[src/rtl/battle_datapath.sv]
// Battle datapath: both Pokemon's HP, damage/heal/catch arithmetic, an LFSR for
// variance and catch rolls, turn/fail counters and a latch that freezes the battle.
module battle_datapath #(
  parameter int HP_W       = 8,
  parameter int P_MAX_HP   = 100,
  parameter int AI_MAX_HP  = 100,
  parameter int P_ATK      = 20,
  parameter int AI_ATK     = 15,
  parameter int HEAL_AMT   = 30,
  parameter int HEAL_USES  = 3,
  parameter int CATCH_BASE = 16,
  parameter int VAR_EN     = 1
) (
  input  logic            clk,
  input  logic            reset,
  input  logic            load_ai_hp,
  input  logic            apply_ai_damage,
  input  logic            apply_p_damage,
  input  logic            active_trainer,
  input  logic            target,
  input  logic            p_heal,
  input  logic            catch,
  input  logic            catch_fail,
  input  logic            caught,
  input  logic            victory,
  input  logic            loss,
  output logic [HP_W-1:0] p_hp,
  output logic [HP_W-1:0] ai_hp,
  output logic            p_dead,
  output logic            ai_dead,
  output logic            catch_success,
  output logic [HP_W-1:0] last_dmg,
  output logic [HP_W-1:0] turn_count,
  output logic [2:0]      heals_left,
  output logic            heal_denied,
  output logic [HP_W-1:0] fail_count,
  output logic            cmd_err
);

  localparam logic [HP_W-1:0] P_MAX  = HP_W'(P_MAX_HP);
  localparam logic [HP_W-1:0] AI_MAX = HP_W'(AI_MAX_HP);

  logic [15:0]     lfsr;
  logic [15:0]     lfsr_next;
  logic            frozen;
  logic            stop_now;
  logic            hold;
  logic [HP_W-1:0] var_add;
  logic [HP_W-1:0] dmg_ai;
  logic [HP_W-1:0] dmg_p;
  logic            ai_ok;
  logic            p_ok;
  logic            bad_cmd;
  logic            heal_ok;
  logic [HP_W:0]   heal_sum;
  logic [HP_W-1:0] p_healed;
  logic [HP_W-1:0] p_base;
  logic [HP_W-1:0] p_next;
  logic [HP_W-1:0] ai_next;
  logic [9:0]      thresh_wide;
  logic [7:0]      thresh;

  function automatic logic [HP_W-1:0] sat_sub(input logic [HP_W-1:0] a,
                                               input logic [HP_W-1:0] b);
    return (a > b) ? a - b : '0;
  endfunction

  // Galois right-shift LFSR; a nonzero seed keeps it out of the all-zero lock-up state
  assign lfsr_next = (lfsr >> 1) ^ (lfsr[0] ? 16'hB400 : 16'h0000);

  assign stop_now = victory | loss | caught;
  assign hold     = frozen | stop_now;

  assign var_add = (VAR_EN != 0) ? {{(HP_W-3){1'b0}}, lfsr[2:0]} : '0;
  assign dmg_ai  = HP_W'(P_ATK) + var_add;
  assign dmg_p   = HP_W'(AI_ATK) + var_add;

  assign ai_ok   = apply_ai_damage & target & ~active_trainer;
  assign p_ok    = apply_p_damage & ~target & active_trainer;
  assign bad_cmd = (apply_ai_damage & ~ai_ok) | (apply_p_damage & ~p_ok);

  // Heal is applied first so a same-cycle hit lands on the healed value
  assign heal_ok  = p_heal & (heals_left != 3'd0);
  assign heal_sum = {1'b0, p_hp} + (HP_W+1)'(HEAL_AMT);
  assign p_healed = (heal_sum > {1'b0, P_MAX}) ? P_MAX : heal_sum[HP_W-1:0];
  assign p_base   = heal_ok ? p_healed : p_hp;
  assign p_next   = p_ok ? sat_sub(p_base, dmg_p) : p_base;
  assign ai_next  = load_ai_hp ? AI_MAX : (ai_ok ? sat_sub(ai_hp, dmg_ai) : ai_hp);

  assign p_dead  = (p_hp == '0);
  assign ai_dead = (ai_hp == '0);

  // Catch threshold grows with damage taken by the AI, clamped to the 8-bit roll range
  assign thresh_wide   = 10'(CATCH_BASE) + 10'(AI_MAX_HP) - 10'(ai_hp);
  assign thresh        = (thresh_wide > 10'd255) ? 8'hFF : thresh_wide[7:0];
  assign catch_success = catch & ~frozen & (thresh != 8'd0) & (lfsr[7:0] <= thresh);

  always_ff @(posedge clk) begin
    if (reset) begin
      lfsr        <= 16'hACE1;
      frozen      <= 1'b0;
      p_hp        <= P_MAX;
      ai_hp       <= AI_MAX;
      last_dmg    <= '0;
      turn_count  <= '0;
      fail_count  <= '0;
      heals_left  <= 3'(HEAL_USES);
      heal_denied <= 1'b0;
      cmd_err     <= 1'b0;
    end else begin
      lfsr        <= lfsr_next;
      heal_denied <= 1'b0;
      if (stop_now) frozen <= 1'b1;
      if (!hold) begin
        p_hp        <= p_next;
        ai_hp       <= ai_next;
        heal_denied <= p_heal & (heals_left == 3'd0);
        if (heal_ok) heals_left <= heals_left - 3'd1;
        if (p_ok) last_dmg <= dmg_p;
        else if (ai_ok & ~load_ai_hp) last_dmg <= dmg_ai;
        if (apply_p_damage && turn_count != '1) turn_count <= turn_count + 1'b1;
        if (catch_fail && fail_count != '1) fail_count <= fail_count + 1'b1;
        if (bad_cmd) cmd_err <= 1'b1;
      end
    end
  end

endmodule

[config.mk]
export PLATFORM = sky130hd
export DESIGN_NAME = battle_datapath
export DESIGN_NICKNAME = d
export VERILOG_FILES = /design/src/rtl/battle_datapath.sv
export SDC_FILE = /design/constraint.sdc
export NUM_CORES = 1
export LEC_CHECK = 0
export BUFFER_PORTS_ARGS = -buffer_cell sky130_fd_sc_hd__buf_2
export CAP_MARGIN = 0
export CORE_ASPECT_RATIO = 0.5
export CORE_MARGIN = 2
export CORE_UTILIZATION = 55
export DETAILED_ROUTE_END_ITERATION = 10
export HOLD_SLACK_MARGIN = 0.03
export PLACE_DENSITY = 0.78
export SETUP_SLACK_MARGIN = 0.1
export SKIP_LAST_GASP = 1
export SLEW_MARGIN = 20
export SYNTH_ARGS = -nofsm -noshare
export SYNTH_HDL_FRONTEND = slang
export SYNTH_SLANG_ARGS = --single-unit
[constraint.sdc]
create_clock -name clk -period 8.4 [get_ports clk]
set_input_delay 0.42 -clock clk [delete_from_list [all_inputs] [get_ports clk]]
set_output_delay 0.42 -clock clk [all_outputs]
set_load 0.02 [all_outputs]
# Word-level counts from Yosys, hierarchy flattened
# Cells that the tools add are included.
# Widths: inputs -> output; s select.
[word_totals] register_bits=62 inputBits=13 word_cells=77
[op_classes] add_sub_neg=9 n_lt_le_gt_ge=5 eq_ne=2 muxes=11 n_bitwise=24 n_reduce_logical=16
[ops] cell="$mux 8" n=10
[ops] cell="$add 8x1->8 const B" n=2
[ops] cell="$logic_not 8->1" n=2
[ops] cell="$mux 16" n=1
[ops] cell="$ne 8x8->1 const B" n=2
[ops] cell="$xor 15x16->16" n=1
[ops] cell="$and 1x1->1" n=12
[ops] cell="$reduce_and 2->1" n=6
[ops] cell="$gt 10x8->1 const B" n=1
[ops] cell="$add 8x5->9 const B" n=1
[ops] cell="$gt 9x7->1 const B" n=1
[ops] cell="$sub 7x8->9 const A" n=1
[ops] cell="$gt 8x5->1" n=1
[ops] cell="$gt 8x6->1" n=1
[ops] cell="$le 8x8->1" n=1
[ops] cell="$reduce_bool 8->1" n=1
[ops] cell="$sub 8x5->8" n=1
[ops] cell="$sub 8x6->8" n=1
[ops] cell="$not 1->1" n=7
[ops] cell="$add 5x3->6 const A" n=1
[ops] cell="$add 4x3->5 const A" n=1
[ops] cell="$or 1x1->1" n=4
[ops] cell="$reduce_bool 2->1" n=2
[ops] cell="$logic_not 3->1" n=1
[ops] cell="other kinds (4)" n=5

# Depth between registers and ports, before layout
[depth] word_depth=7 ltp_mapped=19 mapped_depth_nobuf=17

# Worst setup path before layout
# No wires, ideal clock.
[synth_path] path_type="register to register" start="reg p_hp[1]" end="reg p_hp[3]" arrival_ns=3.786 required_time_ns=8.281 slack_ns=4.495 path_stages_with_launch=18 n_path_buf=2 cell_sequence="dfxtp_1 > buf_4 > inv_1 > ha_1 > or3b_4 > buf_6 > nor4_1 > a311oi_2 > o32ai_4 > or3_2 > o21ai_0 > fa_1 > a211oi_1 > nor2_1 > o22ai_1 > nand3_1 > a31o_2 > o221a_1"
[synth_between] elab_chain_cells=7
[synth_lines] item="from (decl)" line="27" rtl="output logic [HP_W-1:0] p_hp,"
[synth_lines] item="from (signal assigned)" line="115" rtl="p_hp <= p_next;"
[synth_lines] item="$add 8x5->9" line="84" rtl="assign heal_sum = {1'b0, p_hp} + (HP_W+1)'(HEAL_AMT);"
[synth_lines] item="$gt 9x7->1" line="85" rtl="assign p_healed = (heal_sum > {1'b0, P_MAX}) ? P_MAX : heal_sum[HP_W-1:0];"
[synth_lines] item="$mux 8" line="85"
[synth_lines] item="$mux 8 (*)" line="86" rtl="assign p_base = heal_ok ? p_healed : p_hp;"
[synth_lines] item="$sub 8x5->8 / $gt 8x5->1 (equally long branches)" line="65" rtl="return (a > b) ? a - b : '0;"
[synth_lines] item="$mux 8" line="65"
[synth_lines] item="$mux 8 (*)" line="87" rtl="assign p_next = p_ok ? sat_sub(p_base, dmg_p) : p_base;"
# Every way passes the cells marked *; elsewhere a longest branch is shown, timed or not.
# A chain may end at the register's enable or synchronous reset.

# Final worst setup path
[layout_path] start="reg p_hp[2]" end="reg p_hp[3]"
# Same word-level chain as after synthesis.

==> results.py <==
metrics = {
    "run_status": {
        "status": "finished, final reports clean",
    },
    "power": {
        "p_leak_nw": 1.79,
        "vdd_drop_max_mv": 0.128,
        "finalPower_uw": 732,
        "powerDensity_nw_per_um2": 176,
    },
    "setup_path": {
        "cp-end-kind": "flop",
        "path_buf_inv": 1,
        "critical_path.top_delay_family": "compound AO/OA/AOI/OAI gates",
        "crit_chain": "inv_1, ha_1, or3b_4, nor4_1, a311oi_2, o32ai_4, or3_2, o21ai_0, fa_1, a211oi_1, nor2_1, o22ai_1, nand3_1, a31o_2, o221a_1",
        "crit_type": "reg2reg",
        "cp_max_fo": 10,
        "startpoint_type": "flop",
        "cp.arrival_ps": 4390,
        "critPathSlowestCell": "fa_1",
        "cpPeakStageDelay_ps": 510,
        "worstPathRequired_ps": 8610,
    },
    "timing": {
        "fin_tns_setup_ps": 0,
        "fmax_mhz": 239,
        "clock_skew_ps": 7.59,
        "timing.final.crit_share_pct": 49.7,
        "post-route-min-period_ps": 4180,
        "max_slew_margin_pct": 39.9,
        "setup_violations": 0,
        "drv_slew": 0,
        "rsz0062_at_grt": "false",
        "hold_violations": 0,
        "worst_pin_slew_ps": 901,
    },
    "cts": {
        "clock_path_buffers": 2,
        "htreeDepth": 3,
        "cts_setup_buffers": 0,
        "cts_buffers": 9,
        "cts_hold_buf": 0,
        "cts_resized": 0,
        "clock_sinks": 59,
        "tritoncts": "built",
        "clock_latency_ps": 330,
        "cts_root_buffer": "clkbuf_16",
        "clk_pin_slew_ps": 50,
    },
    "placement": {
        "place_hpwl_mm": 5.89,
        "io_buffers": 57,
        "place.gp.congestion": 0.891,
        "dp_cells": 558,
    },
    "cells_and_area": {
        "drive_above_1_share_pct": 17.5,
        "final_nets": 522,
        "antenna_cells": 0,
        "area_growth_syn_to_layout_pct": 16.0,
        "register_area_um2": 1180,
        "multi_input_area_um2": 2210,
        "fin_cells": 574,
        "n_fill_cell": 535,
    },
    "global_route": {
        "grt-ovfl-total": 0,
        "grt_pass1_vias": 2842,
        "antenna_found_initial": 0,
        "grt_usage_pct": 24.1,
        "grt_pass1_wl_mm": 13.5,
        "grt_max_degree": 51,
    },
    "floorplan": {
        "ios": 61,
        "die_x_um": 118,
        "initial_core_util_pct": 58.0,
        "dieArea_um2": 7220,
        "core_um2": 6180,
        "row_count": 20,
        "fp.dieH_um": 61.1,
    },
    "route": {
        "drc": 0,
        "wl_mm": 8.31,
        "vias": 3288,
        "viasPerCell": 5.73,
        "dr.pass1.iters": 4,
        "wire_per_inst_um": 14.5,
        "detail-route-antenna-nets": 0,
        "drtIter0Drc": 251,
    },
    "synth": {
        "seq_area_frac_synth_pct": 32.9,
        "yosys-top-cells-area": "dfxtp_1 33%, ha_1 9.1%, nor2_1 5.3%",
        "synth_top_cell_by_area": "dfxtp_1",
        "synthCells": 436,
        "synth_edf_count": 0,
        "avgSynthCellArea_um2": 8.23,
        "synth_flop_cell": "dfxtp_1",
        "ys_seq_elements": 59,
        "synth_area_um2": 3590,
        "ys_warn_count": 0,
        "yosys-top-cells-count": "59 x dfxtp_1, 51 x nor2_1, 37 x nand2_1",
        "synth_top_area_share_pct": 32.9,
        "synth.distinct_cells": 61,
        "synthArstFlopShare_pct": 0,
        "synth_most_common_cell": "dfxtp_1",
    },
    "worst_hold_path": {
        "hold_path_class": "reg2reg",
    },
    "flow_run": {
        "maxCapViolations": 0,
    },
}
layer usage:
| metal | wire, um | global-route usage, % | vias to the layer above |
|---|---|---|---|
| met5 | 0 | 0 | - |
| met4 | 63 | 7.40 | 0 |
| met3 | 623 | 7.69 | 10 |
| met2 | 3730 | 39.7 | 103 |
| met1 | 3900 | 31.0 | 1526 |
| li1 | - | - | 1649 |
registers in the layout (all words and copies together) (netlist names):
| register | cells |
|---|---|
| ai_hp | 8 |
| cmd_err | 1 |
| fail_count | 8 |
| frozen | 1 |
| heal_denied | 1 |
| heals_left | 3 |
| last_dmg | 5 |
| lfsr | 16 |
| p_hp | 8 |
| turn_count | 8 |
path summary, 6_finish.rpt:
path | startpoint | to | slack (ps) | depth (start not counted)
hold / removal | lfsr[12]$_SDFF_PP0_ | lfsr[11]$_SDFF_PP1_ | 410 | 1
hold reg to reg | lfsr[12]$_SDFF_PP0_ | lfsr[11]$_SDFF_PP1_ | 410 | 1
setup / recovery | p_hp[2]$_SDFFE_PP1P_ | p_hp[3]$_SDFFE_PP0P_ | 4220 | 15
setup reg to reg | p_hp[2]$_SDFFE_PP1P_ | p_hp[3]$_SDFFE_PP0P_ | 4220 | 15
cell type report:
class | count | area share [%]
clock buffers | 14 | 6.11
clock inverters | 2 | 0.842
inverters | 20 | 1.80
multi-input cells | 333 | 53.2
flip-flops and latches | 59 | 28.4
well taps | 88 | 2.65
repair buffers | 58 | 7.04
report_power, final:
part / internal, mW / leakage [nW] / switching, mW
Clock: 0.237 / 0.141 / 0.122
Sequential: 0.288 / 0.481 / 0.00681
Combinational: 0.0310 / 1.17 / 0.0468
Total: 0.556 / 1.79 / 0.175
layout by cell type (no fill, tap or decap), drive strengths merged, types with 3 or more instances in the layout:
cell type,count
a211oi,6
a21o,6
a21oi,20
a31oi,8
a32oi,3
and3,4
buf,58
clkbuf,14
conb,3
dfxtp,59
ha,26
inv,20
mux2i,4
nand2,37
nand2b,4
nand3,13
nand4,9
nor2,51
nor2b,13
nor3,8
nor4,7
nor4b,4
o21ai,24
o31ai,3
or2,5
or3,6
or4,4
xnor2,11
xor2,18
stage by stage:
| stage | setup slack [ps] | utilization [%] | area [um^2] | hold WS [ps] |
|---|---|---|---|---|
| 2_1_floorplan | 4490 | - | 3590 | 389 |
| 3_3_place_gp | 4430 | 62.6 | 3870 | 392 |
| 3_5_place_dp | 4320 | 62.6 | 3870 | 399 |
| 4_1_cts | 4280 | 67.3 | 4160 | 411 |
| 5_1_grt | 3910 | 67.3 | 4160 | 423 |
| 6_report | 4220 | 67.3 | 4160 | 407 |
kinds of logic after synthesis:
logic type / share of synthesized area (%)
AND/OR/NAND/NOR: 24.6
AO/OA/AOI/OAI: 18.2
flip-flops: 32.9
buffers and inverters: 5.79
XOR/XNOR: 7.08
adder cells (fa/ha/maj): 10.2
multiplexers: 1.12
other: 0.105
(Power assumes the default switching activity.)
